<file path="src/rtl/vram_port_arbiter.sv">
// vram_port_arbiter: shares one single-port synchronous VRAM between the
// display scan-out reads and two pixel writers, one access per vga_clock.
// Display reads have fixed priority; writers share leftover slots round-robin,
// and a starvation counter forces a writer through after STARVE_LIMIT
// consecutive denied cycles.
// Optional clear engine, enabled by defining VRAM_CLEAR_EN, sweeps
// CLEAR_WORDS addresses with a colour at the lowest priority.
module vram_port_arbiter #(
    parameter int COLOR_DEPTH  = 9,
    parameter int Mn           = 19,
    parameter int STARVE_LIMIT = 16,
    parameter int CLEAR_WORDS  = 307200
) (
    input  logic                   vga_clock,
    input  logic                   resetn,
    input  logic                   disp_req,
    input  logic [Mn-1:0]          disp_addr,
    output logic [COLOR_DEPTH-1:0] disp_data,
    output logic                   disp_valid,
    output logic                   disp_miss,
    input  logic [1:0]             wr_req,
    input  logic [Mn-1:0]          wr_addr0,
    input  logic [Mn-1:0]          wr_addr1,
    input  logic [COLOR_DEPTH-1:0] wr_data0,
    input  logic [COLOR_DEPTH-1:0] wr_data1,
    output logic [1:0]             wr_ack,
    output logic [Mn-1:0]          mem_addr,
    output logic [COLOR_DEPTH-1:0] mem_wdata,
    output logic                   mem_we,
    input  logic [COLOR_DEPTH-1:0] mem_rdata
`ifdef VRAM_CLEAR_EN
    ,
    input  logic                   clear_start,
    input  logic [COLOR_DEPTH-1:0] clear_color,
    output logic                   clear_busy
`endif
);

    localparam logic [7:0]    STARVE_MAX = 8'(STARVE_LIMIT);
    localparam logic [Mn-1:0] CLEAR_LAST = Mn'(CLEAR_WORDS - 1);

    logic                   rr_q, rr_d;
    logic [7:0]             starve_q, starve_d;
    logic [Mn-1:0]          addr_q, addr_d;
    logic                   disp_valid_q, disp_valid_d;
    logic                   disp_miss_q, disp_miss_d;

    logic                   any_wr, pick, override;
    logic                   disp_grant, wr_grant, clr_grant;
    logic                   we_c;
    logic [1:0]             ack_c;
    logic [COLOR_DEPTH-1:0] wdata_c;

    logic                   clr_run;
    logic [Mn-1:0]          clr_addr;
    logic [COLOR_DEPTH-1:0] clr_color;

    // Grant decision: starvation override, then display, then writers, then clear.
    always_comb begin
        any_wr     = |wr_req;
        // A lone requester wins outright; the pointer only breaks ties.
        pick       = (&wr_req) ? rr_q : wr_req[1];
        override   = any_wr && (starve_q == STARVE_MAX);
        disp_grant = 1'b0;
        wr_grant   = 1'b0;
        clr_grant  = 1'b0;
        if (override) begin
            wr_grant = 1'b1;
        end else if (disp_req) begin
            disp_grant = 1'b1;
        end else if (any_wr) begin
            wr_grant = 1'b1;
        end else if (clr_run) begin
            clr_grant = 1'b1;
        end
    end

    // Memory port mux; idle cycles keep the previous address on the bus.
    always_comb begin
        addr_d  = addr_q;
        we_c    = 1'b0;
        ack_c   = 2'b00;
        wdata_c = '0;
        if (disp_grant) begin
            addr_d = disp_addr;
        end else if (wr_grant) begin
            we_c    = 1'b1;
            ack_c   = pick ? 2'b10 : 2'b01;
            addr_d  = pick ? wr_addr1 : wr_addr0;
            wdata_c = pick ? wr_data1 : wr_data0;
        end else if (clr_grant) begin
            we_c    = 1'b1;
            addr_d  = clr_addr;
            wdata_c = clr_color;
        end
        // Reset blanks the port immediately so an aborted write never lands.
        mem_addr  = resetn ? addr_d  : '0;
        mem_we    = resetn ? we_c    : 1'b0;
        mem_wdata = resetn ? wdata_c : '0;
        wr_ack    = resetn ? ack_c   : 2'b00;
    end

    // Next-state for round-robin pointer, starvation counter and read pipeline.
    always_comb begin
        rr_d         = wr_grant ? ~pick : rr_q;
        starve_d     = starve_q;
        if (wr_grant || !any_wr) begin
            starve_d = '0;
        end else if (starve_q != STARVE_MAX) begin
            starve_d = starve_q + 8'd1;
        end
        disp_valid_d = disp_req && disp_grant;
        disp_miss_d  = disp_req && !disp_grant;
    end

    // Arbiter state registers.
    always_ff @(posedge vga_clock or negedge resetn) begin
        if (!resetn) begin
            rr_q         <= 1'b0;
            starve_q     <= '0;
            addr_q       <= '0;
            disp_valid_q <= 1'b0;
            disp_miss_q  <= 1'b0;
        end else begin
            rr_q         <= rr_d;
            starve_q     <= starve_d;
            addr_q       <= addr_d;
            disp_valid_q <= disp_valid_d;
            disp_miss_q  <= disp_miss_d;
        end
    end

    assign disp_valid = disp_valid_q;
    assign disp_miss  = disp_miss_q;
    assign disp_data  = disp_valid_q ? mem_rdata : '0;

`ifdef VRAM_CLEAR_EN
    localparam logic [0:0] C_IDLE = 1'b0;
    localparam logic [0:0] C_RUN  = 1'b1;

    logic [0:0]             cstate_q, cstate_d;
    logic [Mn-1:0]          ccnt_q, ccnt_d;
    logic [COLOR_DEPTH-1:0] ccolor_q, ccolor_d;

    // Clear sweep: start only from idle, advance one word per granted slot.
    always_comb begin
        cstate_d = cstate_q;
        ccnt_d   = ccnt_q;
        ccolor_d = ccolor_q;
        if (cstate_q == C_IDLE) begin
            if (clear_start) begin
                cstate_d = C_RUN;
                ccnt_d   = '0;
                ccolor_d = clear_color;
            end
        end else if (clr_grant) begin
            if (ccnt_q == CLEAR_LAST) begin
                cstate_d = C_IDLE;
            end else begin
                ccnt_d = ccnt_q + 1'b1;
            end
        end
    end

    // Clear engine registers.
    always_ff @(posedge vga_clock or negedge resetn) begin
        if (!resetn) begin
            cstate_q <= C_IDLE;
            ccnt_q   <= '0;
            ccolor_q <= '0;
        end else begin
            cstate_q <= cstate_d;
            ccnt_q   <= ccnt_d;
            ccolor_q <= ccolor_d;
        end
    end

    assign clr_run    = (cstate_q == C_RUN);
    assign clr_addr   = ccnt_q;
    assign clr_color  = ccolor_q;
    assign clear_busy = clr_run;
`else
    // No clear engine: the lowest-priority source never asks for a slot.
    assign clr_run   = 1'b0;
    assign clr_addr  = CLEAR_LAST;
    assign clr_color = '0;
`endif

endmodule
</file>
<file path="config.mk">
export PLATFORM = sky130hd
export DESIGN_NAME = vram_port_arbiter
export DESIGN_NICKNAME = d
export VERILOG_FILES = /design/src/rtl/vram_port_arbiter.sv
export SDC_FILE = /design/constraint.sdc
export NUM_CORES = 1
export LEC_CHECK = 0
export ABC_AREA = 1
export CORE_MARGIN = 2
export CORE_UTILIZATION = 57
export CTS_CLUSTER_DIAMETER = 60
export DETAILED_ROUTE_END_ITERATION = 16
export DONT_BUFFER_PORTS = 1
export PLACE_DENSITY = 0.75
export SLEW_MARGIN = 5
export SYNTH_ARGS = -nofsm -noshare
export SYNTH_HDL_FRONTEND = slang
export SYNTH_SLANG_ARGS = --single-unit
</file>
<file path="constraint.sdc">
create_clock -name vga_clock -period 1.7 [get_ports vga_clock]
set_input_delay 0.34 -clock vga_clock [delete_from_list [all_inputs] [get_ports vga_clock]]
set_output_delay 0.34 -clock vga_clock [all_outputs]
set_load 0.1 [all_outputs]
</file>
==> run metrics, run 1 <==
share of synthesized area spent on multiplexers=0; fraction of synthesized cell area taken by the top area cell type=0.329; IO Port Bufs=0; number of different library cells in the post-synthesis netlist=24; number of I/O pins=131; leading cell types by total area after synthesis=sky130_fd_sc_hd__dfrtp_1 33%, sky130_fd_sc_hd__nand2_1 16%, sky130_fd_sc_hd__nand3_1 15%; gate count of the mapped netlist=approximately 330; yosys warns=0; Main synth FF type=sky130_fd_sc_hd__dfrtp_1; Core Rows=22; failing step=detailed placement; Tool Error=[ERROR DPL-0033] detailed placement checks failed during check placement.; netlist area before placement=about 2300 sq um; share of the synthesized area in compound gates (AO/OA/AOI/OAI)=0.0889; syn nets=between 400 and 500; number of synthesized register bits=30; dominant cell type by area after synthesis=sky130_fd_sc_hd__dfrtp_1; XOR/XNOR share of the synthesized area=0.00384; HPWL Detailed=between 9 and 10 mm; share of synthesized flip-flops with an asynchronous set or reset=1.00; main combinational cell family by area after synthesis=simple AND/OR/NAND/NOR gates; synthesized area divided by synthesized cell count=~7 sq um; routability congestion estimate from global placement=a little over 0.8; Die X=around 67 um; arithmetic-cell share of the synthesized area counting full adders, half adders and majority gates=0.0110; part of the Yosys area used for sequential elements=0.329; most frequent cell after synthesis=sky130_fd_sc_hd__nand2_1; effective utilization at floorplan=0.609; Post-synth EDFFs=0; DIE HEIGHT=about 67 um; most frequent cells after synthesis=98 x sky130_fd_sc_hd__nand2_1, 68 x sky130_fd_sc_hd__nand3_1, 38 x sky130_fd_sc_hd__inv_1; simple-gate share of the synthesized area=0.443; outcome=stopped before the end
==> logic make-up after synthesis <==
family	Yosys count
AND/OR/NAND/NOR	196
buffers and inverters	63
AO/OA/AOI/OAI	33
flip-flops	30
adder cells (fa/ha/maj)	2
XOR/XNOR	1
==> stage by stage <==
step	hold WS (ns)	cell area (sq um)	std cells
after floorplan	0.0444	2640	325
after global placement	0.0456	3710	440
==> run 2, diff against run 1 <==
- CORE_UTILIZATION: 57 -> 40
- CTS_CLUSTER_DIAMETER: 60 -> default
- PLACE_DENSITY: 0.75 -> default
- PLACE_DENSITY_LB_ADDON: default -> 0.15
- clock period: 1.7 -> 2.2 ns (I/O delays scaled with it)
==> run metrics, run 2 <==
Clock Tree Root=sky130_fd_sc_hd__clkbuf_8; htree depth=2; leading cell types by total area after synthesis=sky130_fd_sc_hd__dfrtp_1 33%, sky130_fd_sc_hd__nand2_1 16%, sky130_fd_sc_hd__nand3_1 15%; most frequent cell after synthesis=sky130_fd_sc_hd__nand2_1; ant diodes=0; final wirelength=about 6.7 mm; Worst EP required=1.76 ns; Hold WC Path Type=in -> reg; total CTS buffers=5; Int Power=around 1.2 mW; critical-path cell list=inv_1 -> ha_2 -> nand2_2 -> nor2_4 -> nand3_4 -> nand2_4 -> clkbuf_16 -> nand3_2 -> a21oi_4 -> buf_12; Worst slew margin=0.768; register with the highest flop count=addr_q; number of different library cells in the post-synthesis netlist=24; largest net degree at the start of global routing=31; IO Port Bufs=0; Endpoint, Worst Hold=disp_miss$_DFF_PN0_; GR Overflow Total=0; most frequent cells after synthesis=98 x sky130_fd_sc_hd__nand2_1, 68 x sky130_fd_sc_hd__nand3_1, 38 x sky130_fd_sc_hd__inv_1; placed insts=~430; HPWL Detailed=about 4.8 mm; largest registers in the final layout=addr_q x19, starve_q x8; leakage power=approximately 1.7 nW; endpoint of the lowest-slack register-to-register path=starve_q[3]$_DFFE_PN0P_; syn nets=between 400 and 500; Logic pwr share=0.487; Core Rows=27; Setup Viol. Count Final=30; Post-synth EDFFs=0; endpoint class of the critical path=primary output; Worst-Skew Late Latency=0.28 ns; number of standard cells in the final layout excluding fillers=448; crit-path max cell delay=0.40 ns; Main synth FF type=sky130_fd_sc_hd__dfrtp_1; final routed wire length divided by cell count=between 10 and 15 um; most common cell after layout, fill and taps aside=sky130_fd_sc_hd__nand2_1; vias per inst=5.17; die footprint=~6300 sq um; Core Area=about 5500 sq um; worst reg2reg path depth=10; number of I/O pins=around 130; vias in the first global route=around 2400; yosys warns=0; synthesized area divided by synthesized cell count=about 7.0 sq um; Largest register FFs=19; netlist area before placement=between 2000 and 2500 sq um; outcome=finished, violations left; routability congestion estimate from global placement=0.746; Pins Over Slew Limit=0; fraction of synthesized cell area taken by the top area cell type=0.329; layout cells sized above 1=0.423; count of TritonRoute iterations in the first routing pass=4; count of nets after finishing=466; number of antenna violations at the first check in global routing=0; number of hold-slack violations in the final timing report=0; highest ir drop seen on vdd=between 0.3 and 0.4 mV; Max FO, Critical Path=5; share of synthesized flip-flops with an asynchronous set or reset=1.00; gate count of the mapped netlist=roughly 330; dominant cell type by area after synthesis=sky130_fd_sc_hd__dfrtp_1; power density over cell area=537 nW/um^2; launch instance of the worst min-delay path=disp_req; aggregate negative setup slack=-5.32 ns; Filler Cell Count=approximately 430; DRC violations left=0; commonest cells after routing, fill and taps aside=88 x sky130_fd_sc_hd__nand2_1, 42 x sky130_fd_sc_hd__nand3_1, 39 x sky130_fd_sc_hd__buf_12; setup slack of the critical path after layout=-0.213 ns; clock transition at the registers of the reported paths=~0.060 ns; buffers plus inverters on the worst setup path=3; hold-critical path depth=2; sequential power share=0.293; signal arrival time at the worst endpoint=between 1.5 and 2 ns; post-route ant nets=0; Period Utilization, post-route=1.10; Worst path slowest cell=sky130_fd_sc_hd__dfrtp_1; GR Util All Layers=0.220; DRT iter0 DRCs=96; R2R setup slack=~0.52 ns; time the worst path needs with I/O delays and setup=around 2.4 ns; effective utilization at floorplan=0.414; Reg-to-Reg Start=starve_q[1]$_DFFE_PN0P_; clock tree from TritonCTS=built; startpoint of the worst setup timing path=starve_q[1]$_DFFE_PN0P_; classification of the worst setup path=reg -> out; gate family responsible for the most delay along the worst path=simple AND/OR/NAND/NOR gates; area added between synthesis and finish=69.0%; part of the Yosys area used for sequential elements=0.329; DIE HEIGHT=slightly below 80 um; Switch Pwr=a little under 0.9 mW; worst hold margin=around 0.30 ns; switching power as a share of total power=0.427; upper clock frequency limit=just over 400 MHz; failing checks=negative setup slack; worst clock skew=about 0.0048 ns; number of synthesized register bits=30; clk buf depth=2; vias=about 2300; clk sink count=30; Clk pwr share=0.219; # Max-Cap Violations=0; wire length of the first global-routing pass=11.1 mm; Critical Path Source Type=flop; Die X=79.5 um; transition time at the pin with the least slew margin=approximately 0.35 ns; setup repair after global routing missed its margin=yes
[run 2: cell counts after synthesis]
Identical to the previous run, type by type.
[run 2: area by class of cell]
type	instances	area [sq um]	share of cell area
clock buffers	7	86.3	0.0224
clock inverters	1	5.00	0.00130
inverters	41	154	0.0399
multi-input cells	232	1740	0.452
flip-flops and latches	30	752	0.195
well taps	72	90.1	0.0234
repair buffers	65	1020	0.266
[run 2: through the flow]
stage                     utilization  power (mW)  setup slack (ns)  cell area, sq um
after global placement          0.635        1.56             0.105              3500
after detailed placement        0.635        1.57            0.0633              3500
after global routing            0.700        2.17            -0.318              3850
final                           0.700        2.07            -0.213              3850
after floorplan                     -        1.31            -0.129              2630
after CTS                       0.674        2.06            -0.207              3710
[run 2: repair_timing]
item	CTS	global route
hold buffers	2	0
pin swaps	5	10
cloned	0	3
hold endpoints to repair	30	0
buffers inserted	0	1
setup endpoints to repair	30	31
gates resized for setup	24	14
[run 2: kinds of logic after synthesis]
family	synth area share
simple gates	0.443
buf+inv	0.123
compound gates	0.0889
flops	0.329
fa+ha+maj	0.0110
xor+xnor	0.00384
[run 2: metal layers]
metal / up-vias / wire length (um) / global-route usage
met5: - / 0 / 0
met4: 0 / 77 / 0.0690
met3: 6 / 366 / 0.0498
met2: 67 / 3530 / 0.394
met1: 1109 / 2710 / 0.260
li1: 1135 / - / -
[run 2: worst max-delay path by stage]
stage                     slack (ns)  cells after the start      endpoint
final                          -0.21                     10  mem_wdata[1]
after global routing           -0.32                     10  mem_wdata[8]
after CTS                      -0.21                     10  mem_wdata[5]
after detailed placement        0.06                     10   mem_addr[7]
after global placement          0.10                     10   mem_addr[7]
after floorplan                -0.13                     10  mem_addr[10]
[run 2: power groups by stage]
stage               Sequential, mW  Clock (mW)  Combinational, mW
floorplan                    0.620           0              0.688
global placement             0.616           0              0.945
detailed placement           0.619           0              0.954
CTS                          0.608       0.469              0.987
global route                 0.613       0.490               1.07
finish                       0.608       0.454               1.01
Power figures use the tool's default switching activity.
==> run 3, diff against run 2 <==
==> constraint.sdc (replaced) <==
create_clock -name vga_clock -period 3.1 [get_ports vga_clock]
set_input_delay 0.93 -clock vga_clock [delete_from_list [all_inputs] [get_ports vga_clock]]
set_output_delay 0.93 -clock vga_clock [all_outputs]
set_load 0.1 [all_outputs]
==> run metrics, run 3 (same netlist as run 2, synthesis figures left out) <==
wire length of the first global-routing pass=between 10 and 15 mm; GR Overflow Total=0; number of cells on the critical path=8; Setup Fix Bufs, Post-CTS=0; placed insts=~430; largest registers in the final layout=addr_q x19, starve_q x8; worst reg2reg path depth=10; post-route total power=approximately 1.4 mW; Pins Over Slew Limit=0; number of hold-slack violations in the final timing report=0; endpoint class of the critical path=primary output; vias per inst=5.15; Hold Buf Count CTS=0; transition time at the pin with the least slew margin=0.883 ns; Worst path slowest cell=sky130_fd_sc_hd__or2_4; die footprint=around 6300 sq um; Die X=just under 80 um; number of I/O pins=around 130; worst clock skew=between 0.003 and 0.004 ns; most common cell after layout, fill and taps aside=sky130_fd_sc_hd__nand2_1; critical path capture point=mem_addr[13]; critical-path cell list=or2_4 -> nand3_4 -> nand2_4 -> inv_2 -> buf_4 -> nand2_1 -> a21oi_4 -> buf_12; Worst slew margin=0.412; vias=approximately 2300; classification of the worst setup path=in -> out; htree depth=2; total CTS buffers=5; Reg-to-Reg Start=starve_q[0]$_DFFE_PN0P_; highest ir drop seen on vdd=between 0.2 and 0.3 mV; setup repair after global routing missed its margin=yes; commonest cells after routing, fill and taps aside=90 x sky130_fd_sc_hd__nand2_1, 66 x sky130_fd_sc_hd__nand3_1, 38 x sky130_fd_sc_hd__buf_12; startpoint of the worst setup timing path=wr_req[1]; crit-path max cell delay=0.26 ns; post-route ant nets=0; ant diodes=0; Worst-Skew Late Latency=about 0.28 ns; signal arrival time at the worst endpoint=2.11 ns; leakage power=between 1.5 and 2 nW; final routed wire length divided by cell count=around 14 um; register with the highest flop count=addr_q; buffers plus inverters on the worst setup path=3; vias in the first global route=2394; power density over cell area=about 400 nW/um^2; largest net degree at the start of global routing=32; count of nets after finishing=between 400 and 500; gate family responsible for the most delay along the worst path=simple AND/OR/NAND/NOR gates; DIE HEIGHT=roughly 80 um; number of antenna violations at the first check in global routing=0; Hold WC Path Type=in -> async; # Max-Cap Violations=0; DRC violations left=0; area added between synthesis and finish=55.9%; upper clock frequency limit=roughly 330 MHz; HPWL Detailed=about 4.8 mm; time the worst path needs with I/O delays and setup=3.04 ns; DRT iter0 DRCs=64; endpoint of the lowest-slack register-to-register path=starve_q[5]$_DFFE_PN0P_; Critical Path Source Type=primary input; GR Util All Layers=0.212; Period Utilization, post-route=0.981; clk sink count=30; Core Rows=27; clock transition at the registers of the reported paths=0.06 ns; Largest register FFs=19; R2R setup slack=1.35 ns; effective utilization at floorplan=0.414; routability congestion estimate from global placement=approximately 0.75; Worst EP required=2.17 ns; IO Port Bufs=0; Core Area=about 5500 sq um; count of TritonRoute iterations in the first routing pass=4; final wirelength=between 6 and 7 mm; clk buf depth=2; Setup Viol. Count Final=0; layout cells sized above 1=0.334; Max FO, Critical Path=11; outcome=complete, no violations; number of standard cells in the final layout excluding fillers=approximately 440; clock tree from TritonCTS=built; Clock Tree Root=sky130_fd_sc_hd__clkbuf_8
run 3: cell count changes in the layout (fill, tap and decap cells not counted), sizes merged:
cell         before  now
clkbuf            9    7
buf              62   54
dlygate4sd3       1    0
run 3: timing repair:
action / in CTS / in global routing
cloned: 0 / 0
pin swaps: 0 / 0
gates resized for setup: 1 / 5
endpoints found under the setup margin: 1 / 19
run 3: report_power, final:
part	internal, mW	switching [mW]
registers	0.421	0.0104
logic	0.221	0.447
clock network	0.179	0.148
total	0.821	0.605
run 3: stage by stage:
| step | cell area (sq um) | hold WS, ns | util | TNS, ns | worst slack, ns |
|---|---|---|---|---|---|
| final | 3550 | 0.335 | 0.646 | 0 | 0.0592 |
| after global routing | 3550 | 0.321 | 0.646 | -0.128 | -0.0304 |
| after CTS | 3530 | 0.328 | 0.641 | 0 | 0.0440 |
| after detailed placement | 3440 | 0.486 | 0.624 | 0 | 0.0400 |
| after global placement | 3440 | 0.476 | 0.624 | 0 | 0.0678 |
| after floorplan | 2620 | 0.454 | - | -0.361 | -0.0430 |
run 3: final cells by class:
class | instances | area [sq um]
inverters | 41 | 154
well taps | 72 | 90.1
fillers | 462 | 1950
flip-flops and latches | 30 | 751
clock buffers | 7 | 86.3
multi-input cells | 232 | 1580
clock inverters | 1 | 5.00
repair buffers | 54 | 885
run 3: worst min-delay path by stage:
stage / slack, ns / startpoint / cells after the start / to
after detailed placement: 0.49 / starve_q[0]$_DFFE_PN0P_ / 1 / starve_q[0]$_DFFE_PN0P_
after global placement: 0.48 / starve_q[0]$_DFFE_PN0P_ / 1 / starve_q[0]$_DFFE_PN0P_
after CTS: 0.33 / resetn / 0 / disp_miss$_DFF_PN0_
final: 0.34 / resetn / 0 / starve_q[2]$_DFFE_PN0P_
after floorplan: 0.45 / starve_q[0]$_DFFE_PN0P_ / 1 / starve_q[0]$_DFFE_PN0P_
after global routing: 0.32 / resetn / 0 / disp_miss$_DFF_PN0_
run 3: layer usage:
metal  track usage  part of all wire  vias to the layer above
met2         0.382              0.52                       72
met1         0.242              0.40                     1053
met4        0.0810             0.016                        0
met5             0                 0                        -
met3        0.0475             0.067                       10
li1              -                 -                     1117
==> run 4, diff against run 3 <==
- clock period: 3.1 -> 3.8 ns (I/O delays scaled with it)
==> run metrics, run 4 (same netlist as run 2, synthesis figures left out) <==
number of I/O pins=131; IO Port Bufs=0; Critical Path Source Type=primary input; Largest register FFs=19; time the worst path needs with I/O delays and setup=roughly 3.6 ns; GR Overflow Total=0; clk sink count=30; count of nets after finishing=between 400 and 500; HPWL Detailed=~4.8 mm; GR Util All Layers=0.201; number of antenna violations at the first check in global routing=0; count of TritonRoute iterations in the first routing pass=4; routability congestion estimate from global placement=around 0.76; Worst EP required=approximately 2.7 ns; upper clock frequency limit=between 200 and 300 MHz; Hold Buf Count CTS=0; area added between synthesis and finish=49.0%; Die X=79.5 um; ant diodes=0; commonest cells after routing, fill and taps aside=98 x sky130_fd_sc_hd__nand2_1, 68 x sky130_fd_sc_hd__nand3_1, 37 x sky130_fd_sc_hd__inv_1; Core Area=~5500 sq um; Hold WC Path Type=reg -> reg; Setup Viol. Count Final=0; Worst slew margin=0.424; post-route ant nets=0; clock transition at the registers of the reported paths=0.07 ns; largest registers in the final layout=addr_q x19, starve_q x8; power density over cell area=roughly 350 nW/um^2; die footprint=~6300 sq um; endpoint class of the critical path=primary output; effective utilization at floorplan=0.414; final wirelength=between 6 and 7 mm; vias=2244; DIE HEIGHT=79.5 um; post-layout utilization of the core=0.617; register with the highest flop count=addr_q; Core Rows=27; register area=around 750 sq um; classification of the worst setup path=in -> out; DRT iter0 DRCs=72; vias per inst=5.14; Setup Fix Bufs, Post-CTS=0; number of cells upsized or downsized after cts=0; clock tree from TritonCTS=built; signal arrival time at the worst endpoint=2.48 ns; worst-case setup slack after placement=between 0.1 and 0.15 ns; Pins Over Slew Limit=0; wire length of the first global-routing pass=10.1 mm; clk buf depth=2; # Max-Cap Violations=0; Filler Cell Count=488; number of hold-slack violations in the final timing report=0; transition time at the pin with the least slew margin=0.865 ns; largest net degree at the start of global routing=32; outcome=complete, no violations; Worst-Skew Late Latency=between 0.2 and 0.3 ns; most common cell after layout, fill and taps aside=sky130_fd_sc_hd__nand2_1; htree depth=2; setup repair after global routing missed its margin=no; Max FO, Critical Path=21; aggregate negative setup slack=0 ns; area of the multi-input gates=1480 sq um; worst clock skew=approximately 0.0069 ns; total CTS buffers=5; leakage power=about 1.6 nW; Period Utilization, post-route=0.952; DRC violations left=0; vias in the first global route=2223; setup slack of the critical path after layout=about 0.18 ns; highest ir drop seen on vdd=about 0.18 mV; final routed wire length divided by cell count=13.8 um; Clock Tree Root=sky130_fd_sc_hd__clkbuf_8; layout cells sized above 1=0.307
==> run 4: path summary, 6_finish.rpt <==
path	start	endpoint	slack, ns	cells after the start
max	wr_req[1]	mem_wdata[6]	0.18	8
min	starve_q[0]$_DFFE_PN0P_	starve_q[0]$_DFFE_PN0P_	0.49	1
max reg2reg	starve_q[0]$_DFFE_PN0P_	addr_q[2]$_DFF_PN0_	2.08	9
min reg2reg	starve_q[0]$_DFFE_PN0P_	starve_q[0]$_DFFE_PN0P_	0.49	1
max in group asynchronous	resetn	addr_q[15]$_DFF_PN0_	3.16	0
min in group asynchronous	resetn	starve_q[3]$_DFFE_PN0P_	0.55	0
==> run 4: final cells by class <==
| cell class | instances | share of cell area |
|---|---|---|
| Multi-Input combinational cell | 232 | 0.436 |
| Timing Repair Buffer | 54 | 0.238 |
| Sequential cell | 30 | 0.221 |
| Inverter | 41 | 0.0453 |
| Clock buffer | 8 | 0.0324 |
| Tap cell | 72 | 0.0265 |
==> run 4: stage by stage <==
| stage | power [mW] | std cells | cell area, sq um | hold slack [ns] |
|---|---|---|---|---|
| after floorplan | 0.740 | 325 | 2510 | 0.454 |
| after global placement | 0.874 | 429 | 3280 | 0.477 |
| after detailed placement | 0.879 | 429 | 3280 | 0.485 |
| after CTS | 1.18 | 437 | 3390 | 0.494 |
| after global routing | 1.23 | 437 | 3400 | 0.518 |
| final | 1.17 | 437 | 3400 | 0.493 |
==> run 4: power breakdown <==
part	leakage, nW	switching (mW)	internal (mW)	total, mW
sequential	0.380	0.00739	0.343	0.351
combinational	1.14	0.354	0.165	0.518
clock	0.0575	0.122	0.183	0.304
==> run 4: critical path: stages <==
cell	delay (ns)
sky130_fd_sc_hd__or2_1	0.16
sky130_fd_sc_hd__buf_6	0.22
sky130_fd_sc_hd__nand2_1	0.11
sky130_fd_sc_hd__nand2_1	0.08
sky130_fd_sc_hd__buf_4	0.22
sky130_fd_sc_hd__nand3_1	0.16
sky130_fd_sc_hd__a21oi_4	0.20
sky130_fd_sc_hd__buf_12	0.19
==> run 4: metal layers <==
metal | global-route usage | wire length, um | part of all wire
met1 | 0.224 | 2250 | 0.37
met3 | 0.0577 | 439 | 0.073
met5 | 0 | 0 | 0
met2 | 0.366 | 3250 | 0.54
met4 | 0.0638 | 94 | 0.016
